--- src/rtl/power_monitor_scan.sv ---
// rtl/power_monitor_scan.sv - window-comparator power monitor with debounced pgood/fault and scan tracking
//
// Purpose:
//   Classifies tagged ADC samples against per-channel UV/OV thresholds and
//   derived warn bands. Each channel is debounced into pgood/fault flags.
//   A scan mask produces a one-cycle end-of-scan pulse once every converter
//   has been sampled.
//   Build option PMON_FAULT_LATCH_EN: per-channel faults are sticky until
//   fault_clr. Without it, a channel's fault clears when the channel
//   re-debounces good.
// Ports:
//   clock, reset_n        clock and synchronous active-low reset
//   enable                0 idles the monitor and clears counters, mask and pgood
//   sample_valid/chan/data tagged ADC sample
//   cfg_we/sel/chan/wdata threshold write (sel 0: UV, sel 1: OV)
//   fault_clr             clears the captured fault channel (and sticky faults)
//   fault, fault_chan     any channel faulted / first faulted channel since clear
//   warn                  any channel's last sample in its warn band
//   eoc                   one-cycle pulse when all channels have been seen
//   pgood_bus             AND of all channels in bit 0, or the per-channel bus
module power_monitor_scan #(
  parameter int NUM_CONVERTERS = 8,
  parameter int DATA_WIDTH     = 12,
  parameter int DEBOUNCE       = 4,
  parameter int WARN_MARGIN    = 16,
  parameter int PGOOD_MODE     = 0
) (
  input  logic                  clock,
  input  logic                  reset_n,
  input  logic                  enable,
  input  logic                  sample_valid,
  input  logic [4:0]            sample_chan,
  input  logic [DATA_WIDTH-1:0] sample_data,
  input  logic                  cfg_we,
  input  logic                  cfg_sel,
  input  logic [4:0]            cfg_chan,
  input  logic [DATA_WIDTH-1:0] cfg_wdata,
  input  logic                  fault_clr,
  output logic                  fault,
  output logic [4:0]            fault_chan,
  output logic                  warn,
  output logic                  eoc,
  output logic [31:0]           pgood_bus
);
  localparam int CW  = (NUM_CONVERTERS > 1) ? $clog2(NUM_CONVERTERS) : 1;
  localparam int DW1 = DATA_WIDTH + 1;
  localparam int DW2 = DATA_WIDTH + 2;
  localparam logic [3:0] DEB  = 4'(DEBOUNCE);
  localparam logic [5:0] NUM6 = 6'(NUM_CONVERTERS);

  typedef enum logic {IDLE, SCAN} state_t;
  state_t state;

  logic [DATA_WIDTH-1:0]     uv_thr   [NUM_CONVERTERS];
  logic [DATA_WIDTH-1:0]     ov_thr   [NUM_CONVERTERS];
  logic [3:0]                good_cnt [NUM_CONVERTERS];
  logic [3:0]                bad_cnt  [NUM_CONVERTERS];
  logic [NUM_CONVERTERS-1:0] seen;
  logic [NUM_CONVERTERS-1:0] pgood;
  logic [NUM_CONVERTERS-1:0] flt;
  logic [NUM_CONVERTERS-1:0] wrn;
  logic                      fc_held;

  logic [CW-1:0]             s_idx;
  logic [CW-1:0]             c_idx;
  logic                      chan_ok;
  logic                      cfg_ok;
  logic [DATA_WIDTH-1:0]     uv_c;
  logic [DATA_WIDTH-1:0]     ov_c;
  logic [DW2-1:0]            uv_sum;
  logic [DW1-1:0]            uv_band;
  logic [DW1-1:0]            ov_band;
  logic [DW1-1:0]            s_ext;
  logic                      is_fault;
  logic                      is_warn;
  logic [3:0]                good_nxt;
  logic [3:0]                bad_nxt;
  logic [NUM_CONVERTERS-1:0] seen_nxt;
  logic [NUM_CONVERTERS-1:0] flt_base;
  logic                      fc_held_base;
  logic [4:0]                fault_chan_base;

  assign s_idx   = sample_chan[CW-1:0];
  assign c_idx   = cfg_chan[CW-1:0];
  assign chan_ok = ({1'b0, sample_chan} < NUM6);
  assign cfg_ok  = ({1'b0, cfg_chan} < NUM6);
  assign uv_c    = uv_thr[s_idx];
  assign ov_c    = ov_thr[s_idx];

  // Warn band edges are computed one bit wider than the data so that the
  // UV side cannot wrap and the OV side floors at zero.
  assign uv_sum   = DW2'(uv_c) + DW2'(WARN_MARGIN);
  assign uv_band  = uv_sum[DW1] ? {DW1{1'b1}} : uv_sum[DW1-1:0];
  assign ov_band  = (DW1'(ov_c) < DW1'(WARN_MARGIN)) ? '0 : DW1'(ov_c) - DW1'(WARN_MARGIN);
  assign s_ext    = DW1'(sample_data);
  assign is_fault = (sample_data < uv_c) || (sample_data > ov_c);
  assign is_warn  = !is_fault && ((s_ext < uv_band) || (s_ext > ov_band));

  assign good_nxt = is_fault ? 4'd0 :
                    ((good_cnt[s_idx] >= DEB) ? DEB : good_cnt[s_idx] + 4'd1);
  assign bad_nxt  = !is_fault ? 4'd0 :
                    ((bad_cnt[s_idx] >= DEB) ? DEB : bad_cnt[s_idx] + 4'd1);
  assign seen_nxt = seen | (NUM_CONVERTERS'(1) << s_idx);

  // State as seen after fault_clr; a fault raised at the same edge is
  // applied on top of this, so the new fault wins over the clear.
`ifdef PMON_FAULT_LATCH_EN
  assign flt_base = fault_clr ? '0 : flt;
`else
  assign flt_base = flt;
`endif
  assign fc_held_base    = fault_clr ? 1'b0 : fc_held;
  assign fault_chan_base = fault_clr ? 5'd0 : fault_chan;

  always_ff @(posedge clock) begin
    if (!reset_n) begin
      state      <= IDLE;
      seen       <= '0;
      pgood      <= '0;
      flt        <= '0;
      wrn        <= '0;
      fc_held    <= 1'b0;
      fault_chan <= 5'd0;
      eoc        <= 1'b0;
      for (int i = 0; i < NUM_CONVERTERS; i++) begin
        uv_thr[i]   <= '0;
        ov_thr[i]   <= '1;
        good_cnt[i] <= 4'd0;
        bad_cnt[i]  <= 4'd0;
      end
    end else begin
      eoc        <= 1'b0;
      flt        <= flt_base;
      fc_held    <= fc_held_base;
      fault_chan <= fault_chan_base;

      // Threshold writes land at this edge; a sample this cycle still
      // classified against the old value above.
      if (cfg_we && cfg_ok) begin
        if (cfg_sel) ov_thr[c_idx] <= cfg_wdata;
        else         uv_thr[c_idx] <= cfg_wdata;
      end

      case (state)
        IDLE: begin
          if (enable) state <= SCAN;
        end
        SCAN: begin
          if (!enable) begin
            state <= IDLE;
            seen  <= '0;
            pgood <= '0;
            wrn   <= '0;
            for (int i = 0; i < NUM_CONVERTERS; i++) begin
              good_cnt[i] <= 4'd0;
              bad_cnt[i]  <= 4'd0;
            end
          end else if (sample_valid && chan_ok) begin
            good_cnt[s_idx] <= good_nxt;
            bad_cnt[s_idx]  <= bad_nxt;
            wrn[s_idx]      <= is_warn;
            if (!is_fault && good_nxt == DEB) begin
`ifdef PMON_FAULT_LATCH_EN
              // A sticky fault holds pgood low until it has been cleared.
              if (!flt_base[s_idx]) pgood[s_idx] <= 1'b1;
`else
              pgood[s_idx] <= 1'b1;
              flt[s_idx]   <= 1'b0;
`endif
            end
            if (is_fault && bad_nxt == DEB) begin
              pgood[s_idx] <= 1'b0;
              flt[s_idx]   <= 1'b1;
              if (!fc_held_base) begin
                fault_chan <= sample_chan;
                fc_held    <= 1'b1;
              end
            end
            if (&seen_nxt) begin
              eoc  <= 1'b1;
              seen <= '0;
            end else begin
              seen <= seen_nxt;
            end
          end
        end
        default: state <= IDLE;
      endcase
    end
  end

  assign fault = |flt;
  assign warn  = |wrn;

  generate
    if (PGOOD_MODE == 0) begin : g_pgood_and
      assign pgood_bus = {31'b0, &pgood};
    end else begin : g_pgood_bus
      assign pgood_bus = 32'(pgood);
    end
  endgenerate
endmodule

--- config.mk ---
export PLATFORM = sky130hd
export DESIGN_NAME = power_monitor_scan
export DESIGN_NICKNAME = d
export VERILOG_FILES = /design/src/rtl/power_monitor_scan.sv
export SDC_FILE = /design/constraint.sdc
export NUM_CORES = 1
export LEC_CHECK = 0
export ABC_AREA = 1
export CAP_MARGIN = 20
export CORE_ASPECT_RATIO = 0.7
export CORE_MARGIN = 8
export CORE_UTILIZATION = 45
export CTS_BUF_LIST = sky130_fd_sc_hd__clkbuf_4 sky130_fd_sc_hd__clkbuf_8
export CTS_CLUSTER_DIAMETER = 60
export DETAILED_ROUTE_END_ITERATION = 8
export PLACE_DENSITY = 0.63
export SLEW_MARGIN = 20
export SYNTH_ARGS = -nofsm -noshare
export SYNTH_HDL_FRONTEND = slang
export SYNTH_SLANG_ARGS = --single-unit
export TNS_END_PERCENT = 5
--- constraint.sdc ---
create_clock -name clock -period 10.9 [get_ports clock]
set_input_delay 2.18 -clock clock [delete_from_list [all_inputs] [get_ports clock]]
set_output_delay 2.18 -clock clock [all_outputs]
set_load 0.02 [all_outputs]
# Yosys cells after proc, flatten, opt, wreduce, memory -nomap -nowiden
# Memories as Yosys holds them, arrays and structs flattened.
# Cells that the tools add are included.
# totals
n_memories	4
elab_cells	160
ramBits	256
output_inout_bits	40
ff_bits	40
inputBits	41
# memory_table
name	words	width	read_ports	rd_ports_with_merged_regs	wr	line	source
ov_thr	8	12	1	0	8	55	logic [DATA_WIDTH-1:0] ov_thr [NUM_CONVERTERS];
uv_thr	8	12	1	0	8	54	logic [DATA_WIDTH-1:0] uv_thr [NUM_CONVERTERS];
bad_cnt	8	4	1	0	8	57	logic [3:0] bad_cnt [NUM_CONVERTERS];
good_cnt	8	4	1	0	8	56	logic [3:0] good_cnt [NUM_CONVERTERS];
# classes
eq_ne	3
magnitude_cmp	11
addsub	4
shifts	1
n_bitwise	22
n_mux	87
reduce_logical	20
# ops
cell	n
8-bit two-way mux	19
4-bit two-way mux	22
1-bit two-way mux	30
5-bit two-way mux	6
13-bit two-way mux	2
12-bit two-way mux	2
8-bit OR	3
12-bit OR reduction	2
8-bit AND	2
1-bit OR	16
8-bit AND reduction	2
8-bit OR reduction	2
12-bit by 5-bit adder with 13-bit output, second input constant	1
12-bit by 13-bit > comparator with 1-bit output	1
12-bit by 13-bit < comparator with 1-bit output	1
12-bit by 5-bit subtractor with 13-bit output, second input constant	1
12-bit > comparator	1
12-bit < comparator	1
12-bit by 5-bit < comparator with 1-bit output, second input constant	1
3-bit two-way mux	4
5-bit by 4-bit < comparator with 1-bit output, second input constant	2
4-bit by 1-bit adder with 4-bit output, second input constant	2
8-bit bitwise mux	1
4-bit by 3-bit equality test with 1-bit output, second input constant	2
other kinds (14)	22

# Longest topological paths before layout
# Gate-level depths: netlist of run 1.
# An unclocked memory read counts as a cell.
# depth
depth_word	15
depth_mapped	27
ltp_nobuf	25

# Worst setup path after synthesis of run 1
# No wires, ideal clock.
# synth_timing
path_kind	input to register
start	input port sample_chan[1]
end	memory good_cnt[0][2], data pin
setup_slack_ns	5.827
t_required_ns	10.641
path_stages	19
arrival_ns	4.814
path_buffers	5
path_cell_list	buf_6 -> nor2_8 -> buf_2 -> buf_4 -> clkbuf_1 -> a22oi_1 -> nand3_1 -> nand2_1 -> ha_1 -> a21oi_1 -> o21ai_0 -> nand2_1 -> o2111ai_1 -> nand2_1 -> nand2_1 -> inv_2 -> buf_6 -> nand2_1 -> nor2_1
# synth_lines
item	line	source
start, declared	32	input logic [4:0] sample_chan,
end, declared	56	

==> impl_metrics.tcl, run 1 <==
set metrics [dict create \
    stdcell_area_um2 16100 \
    cts_tree "done" \
    diodes 0 \
    overflow 0 \
    synth-async-reset-ratio_pct 0 \
    power_mw 2.55 \
    worstPathRequired_ns 11.31 \
    stdcell_count 1944 \
    ys_seq_area_share_pct 58.0 \
    end_kind "flop" \
    finalClockSkew_ns 0.0493 \
    setup_ws_ns 4.37 \
    die_w_um 231 \
    synthFlopType "edfxtp_1" \
    final_hold_viol_count 0 \
    cp_common_cell "nand2_1" \
    cts_buffers 45 \
    leakage_nw 6.10 \
    grt_max_degree 56 \
    worst_pin_slew_ns 0.959 \
    post-place-ws_ns 3.84 \
    period_needed_ns 6.53 \
    drive_gt1_share_pct 9.95 \
    place_hpwl_um 25900 \
    slew_headroom_pct 35.9 \
    rr_worst_depth 15 \
    ctsHoldBuffers 0 \
    crit_type "in -> reg" \
    io_pins 81 \
    die_area_um2 38600 \
    critPathMaxFanout 55 \
    wl_met1_um 19100 \
    first_iter_violations 1128 \
    numPortBuffers 49 \
    drc 0 \
    wl_um 39200 \
    slowest_delay_ns 0.93 \
    syn_area_per_cell_um2 10.2 \
    synth_area_leader_cell "edfxtp_1" \
    dr_wl_met3_um 3840 \
    syn_area_um2 14600 \
    irDropWorstVdd_mv 0.0833 \
    cts-root-buf "clkbuf_8" \
    core_um2 32100 \
    outcome "finished, final reports clean" \
    ant_nets 0 \
    h-tree-depth 2 \
    vias_per_cell 5.46 \
    die_h_um 167 \
    clock_latency_ns 0.61 \
    power_density_nw_per_um2 158 \
    grt_first_pass_wirelength_um 59400 \
    grt.total_usage_pct 19.9 \
    ys_ff_latch 296 \
    synthCells 1438 \
    worstPathCellList "clkdlybuf4s50_1 > nor2_8 > a22oi_1 > nand2_1 > nand2_1 > o21ai_1 > inv_2 > ha_1 > nand2_1 > inv_1 > nand3_1 > nor3_1 > nand4_1 > nand2_1 > nand2_1 > inv_2 > nand3_1 > nor2_1" \
    dp.cells 1866 \
    yosysTopAreaCellShare_pct 52.6 \
    hold_depth 2 \
    synth_common_cells "nand2_1 (325), edfxtp_1 (256), nor2_1 (204), inv_1 (88), a22oi_1 (70)" \
    min-delay-path-class "reg -> reg" \
    postCtsSetupBuffers 0 \
    antenna_found_initial 1 \
    synth_most_common_cell "nand2_1" \
    post_cts_resized 0 \
    route.met2.wl_um 15600 \
    setup_tns_ns 0 \
    post_drt_wl_per_cell_um 20.2 \
    firstDrtPassIters 5 \
    clk_path_buf_depth 3 \
    ys_types 63 \
    rows 55 \
    rsz0062_at_grt "no" \
    gp_congestion 0.844 \
    setup_viol_count_final 0 \
    max_freq_mhz 153 \
    finalCritPeriodShare_pct 59.9 \
    finalMaxSlewViolations 0 \
    highest_layer "met5" \
    ys_warn_count 0 \
    first_global_vias 9989 \
    placed_area_um2 15200 \
    vias 10600 \
    synth_edf_count 256 \
    critPathArrivalTime_ns 6.94 \
    synthTopCellsByArea "edfxtp_1 (53%), nand2_1 (8.3%), dfxtp_1 (5.5%), nor2_1 (5.2%), ha_1 (4.0%)" \
    syn_to_final_growth_pct 10.2 \
    clk_transition_reported_paths_ns 0.06 \
    critPathSlowestCell "nor2_8" \
    final_nets 1574 \
    initial_core_util_pct 45.5 \
    clock_sinks 296 \
    startpoint_type "input pin" \
    max-cap-violations 0 \
]
[critical path: cells and delay by family]
family | cells | cell delay, ns
adders and majority gates | 1 | 0.27
buffers and inverters | 4 | 1.34
and+or+nand+nor | 11 | 2.65
AOI/OAI and AO/OA | 2 | 0.47
[where the power goes]
group / total, mW / internal, mW / switching (mW)
Clock: 0.930 / 0.490 / 0.440
Combinational: 0.326 / 0.0920 / 0.234
Sequential: 1.30 / 1.28 / 0.0157
Total: 2.55 / 1.86 / 0.689
[final cells by class]
cell class	instances	area [um^2]
clock inverters	11	91.3
clock buffers	67	791
well taps	427	534
repair buffers	56	543
inverters	100	393
multi-input cells	987	5270
flip-flops and latches	296	8490
fillers	2944	16000
[cells by family (layout without fill, tap and decap cells)]
logic type / Yosys count / after routing / synth area share (%)
buffers and inverters: 201 / 234 / 7.16
adder cells (fa/ha/maj): 47 / 47 / 4.02
other: 1 / 47 / 0.0256
AND/OR/NAND/NOR: 673 / 673 / 20.3
XOR/XNOR: 7 / 7 / 0.419
flip-flops: 296 / 296 / 58.0
AO/OA/AOI/OAI: 213 / 213 / 10.0
[final timing paths]
| path | from | to | slack [ns] |
|---|---|---|---|
| max | sample_chan[1] | good_cnt[0][0] | 4.37 |
| min | seen[5] | seen[5] | 0.47 |
| max reg2reg | ov_thr[1][3] | good_cnt[0][0] | 7.47 |
| min reg2reg | seen[5] | seen[5] | 0.47 |
[cell usage in the layout, fill, tap and decap left out, drive strengths merged, types with 5 or more instances in the layout]
| master | n |
|---|---|
| nor3 | 18 |
| clkinv | 8 |
| a22oi | 75 |
| o21bai | 7 |
| buf | 7 |
| a21oi | 33 |
| ha | 47 |
| or2 | 7 |
| nand4 | 22 |
| nand3 | 69 |
| conb | 47 |
| inv | 102 |
| a211oi | 9 |
| a31oi | 9 |
| dfxtp | 40 |
| nor4 | 5 |
| o21ai | 59 |
| clkdlybuf4s50 | 49 |
| nand2 | 337 |
| o211ai | 5 |
| edfxtp | 256 |
| nor2 | 210 |
| clkbuf | 67 |
[stage by stage]
step | utilization (%) | hold slack, ns
after global routing | 50.1 | 0.493
after global placement | 47.4 | 0.452
after detailed placement | 47.4 | 0.461
after floorplan | - | 0.442
final | 50.1 | 0.469
after CTS | 50.1 | 0.472
[registers in the layout, indices dropped and copies added, names as in the netlist, 5 cells and up]
| name | cells |
|---|---|
| bad_cnt | 32 |
| fault_chan | 5 |
| flt | 8 |
| good_cnt | 32 |
| ov_thr | 96 |
| pgood | 8 |
| seen | 8 |
| uv_thr | 96 |
| wrn | 8 |
[per-layer routing]
metal  track usage (%)  vias to the layer above
met4              4.15                        4
met1              31.0                     5087
met5              1.95                        -
met3              5.08                       67
met2              27.1                      452
li1                  -                     4997
Note: power is estimated with default switching activity, not from simulation.
==> run 2, diff against run 1 <==
- clock period: 10.9 -> 6.8 ns (I/O delays scaled with it)
==> impl_metrics.tcl, run 2 (synthesis results as in run 1) <==
set metrics [dict create \
    largestRegisters "ov_thr (96), uv_thr (96)" \
    hold_path_end "fault_chan[3]" \
    leakage_nw 6.15 \
    hold_depth 2 \
    first_iter_violations 1263 \
    most-common-layout-cells "nand2_1 (325), edfxtp_1 (256), nor2_1 (204), inv_1 (88), a22oi_1 (70)" \
    crit_type "in -> reg" \
    worst_pin_slew_ns 1.05 \
    post_drt_wl_per_cell_um 20.4 \
    post_cts_resized 0 \
    irDropWorstVdd_mv 0.136 \
    core_um2 32100 \
    p_sw_mw 1.12 \
    max-cap-violations 0 \
    hp-start "fault_chan[3]" \
    place_hpwl_um 26600 \
    cts_tree "done" \
    clock_latency_ns 0.60 \
    final_nets 1580 \
    drc 0 \
    final_hold_viol_count 0 \
    gp_congestion 0.852 \
    startpoint_type "input pin" \
    critPathMaxFanout 42 \
    overflow 0 \
    swShare_pct 26.9 \
    clk_path_buf_depth 3 \
    h-tree-depth 2 \
    rsz0062_at_grt "no" \
    reg2reg_slack_ns 3.23 \
    worstPathRequired_ns 7.22 \
    die_w_um 231 \
    io_pins 81 \
    grt_first_pass_wirelength_um 61000 \
    antenna_found_initial 0 \
    dp.cells 1870 \
    critPathArrivalTime_ns 5.98 \
    setup_tns_ns 0 \
    slew_headroom_pct 30.1 \
    ant_nets 0 \
    syn_to_final_growth_pct 10.8 \
    diodes 0 \
    setup_viol_count_final 0 \
    cts_buffers 47 \
    outcome "finished, final reports clean" \
    layout_commonest_cell "nand2_1" \
    worstReg2RegStart "ov_thr[1][3]" \
    wl_um 39800 \
    p_seq_share_pct 50.1 \
    clk_transition_reported_paths_ns 0.06 \
    vias_per_cell 5.50 \
    max_freq_mhz 180 \
    min-delay-path-class "reg -> reg" \
    p_int_mw 3.04 \
    first_global_vias 10200 \
    grt.total_usage_pct 20.2 \
    p_clk_share_pct 37.2 \
    finalMaxSlewViolations 0 \
    die_h_um 167 \
    vias 10700 \
    end_kind "flop" \
    finalClockSkew_ns 0.0346 \
    die_area_um2 38600 \
    power_mw 4.15 \
    finalCritPeriodShare_pct 81.8 \
    reg2reg_to "good_cnt[6][0]" \
    power_frac_comb_pct 12.7 \
    rows 55 \
    postCtsSetupBuffers 0 \
    cts-root-buf "clkbuf_8" \
    power_density_nw_per_um2 256 \
    grt_max_degree 55 \
    ctsHoldBuffers 0 \
    clock_sinks 296 \
    initial_core_util_pct 45.5 \
    drive_gt1_share_pct 10.4 \
    rr_worst_depth 15 \
    numPortBuffers 49 \
    stdcell_count 1952 \
    period_needed_ns 5.56 \
    firstDrtPassIters 5 \
]
==> run 2: how the worst max path moves through the flow <==
stage,startpoint,end,slack [ns],cells after the start
3_5_place_dp,sample_chan[0],good_cnt[7][0],0.72,19
3_3_place_gp,sample_chan[1],good_cnt[4][0],0.87,19
2_1_floorplan,sample_chan[1],good_cnt[0][2],2.55,19
4_1_cts,sample_chan[0],good_cnt[2][0],1.31,19
6_report,sample_chan[1],good_cnt[6][0],1.24,19
5_1_grt,sample_chan[0],good_cnt[2][0],1.01,19
==> run 2: power groups by stage <==
stage	sequential (mW)	clock, mW	combinational [mW]
after floorplan	2.11	0	0.372
after global placement	2.11	0	0.512
after detailed placement	2.12	0	0.520
after CTS	2.08	1.56	0.522
after global routing	2.09	1.63	0.579
final	2.08	1.54	0.529
==> run 2: routing by layer <==
metal	vias up	share of wire [%]	GRT usage, %
li1	5008	-	-
met1	5199	49	32.3
met2	471	40	27.1
met3	49	9.6	4.19
met4	0	1.6	5.20
met5	-	0	0
==> run 2: metrics by stage <==
step	cell area [um^2]	setup slack, ns	util, %	hold WS [ns]
floorplan	14800	2.55	-	0.442
global placement	15300	0.871	47.5	0.452
detailed placement	15300	0.721	47.5	0.457
CTS	16200	1.31	50.4	0.466
global route	16200	1.01	50.4	0.482
finish	16200	1.24	50.4	0.460
==> run 2: worst max-delay path, stage by stage <==
cell and delay [ns]:
clkdlybuf4s50_1 0.93, inv_6 0.14, nor2_8 0.61, a22oi_1 0.24
nand2_1 0.15, nand2_1 0.06, o21ai_1 0.13, inv_1 0.13
ha_1 0.32, nand2_1 0.08, inv_1 0.07, nand3_1 0.06
nor3_1 0.22, nand4_1 0.12, nand2_1 0.27, nand2_1 0.21
inv_2 0.30, nand3_1 0.34, nor2_1 0.18
==> run 2: area by class of cell <==
cell class | count | area [um^2]
clock inverters | 13 | 100
fillers | 2942 | 15900
flip-flops and latches | 296 | 8490
repair buffers | 60 | 586
multi-input cells | 987 | 5270
well taps | 427 | 534
clock buffers | 69 | 843
inverters | 100 | 393
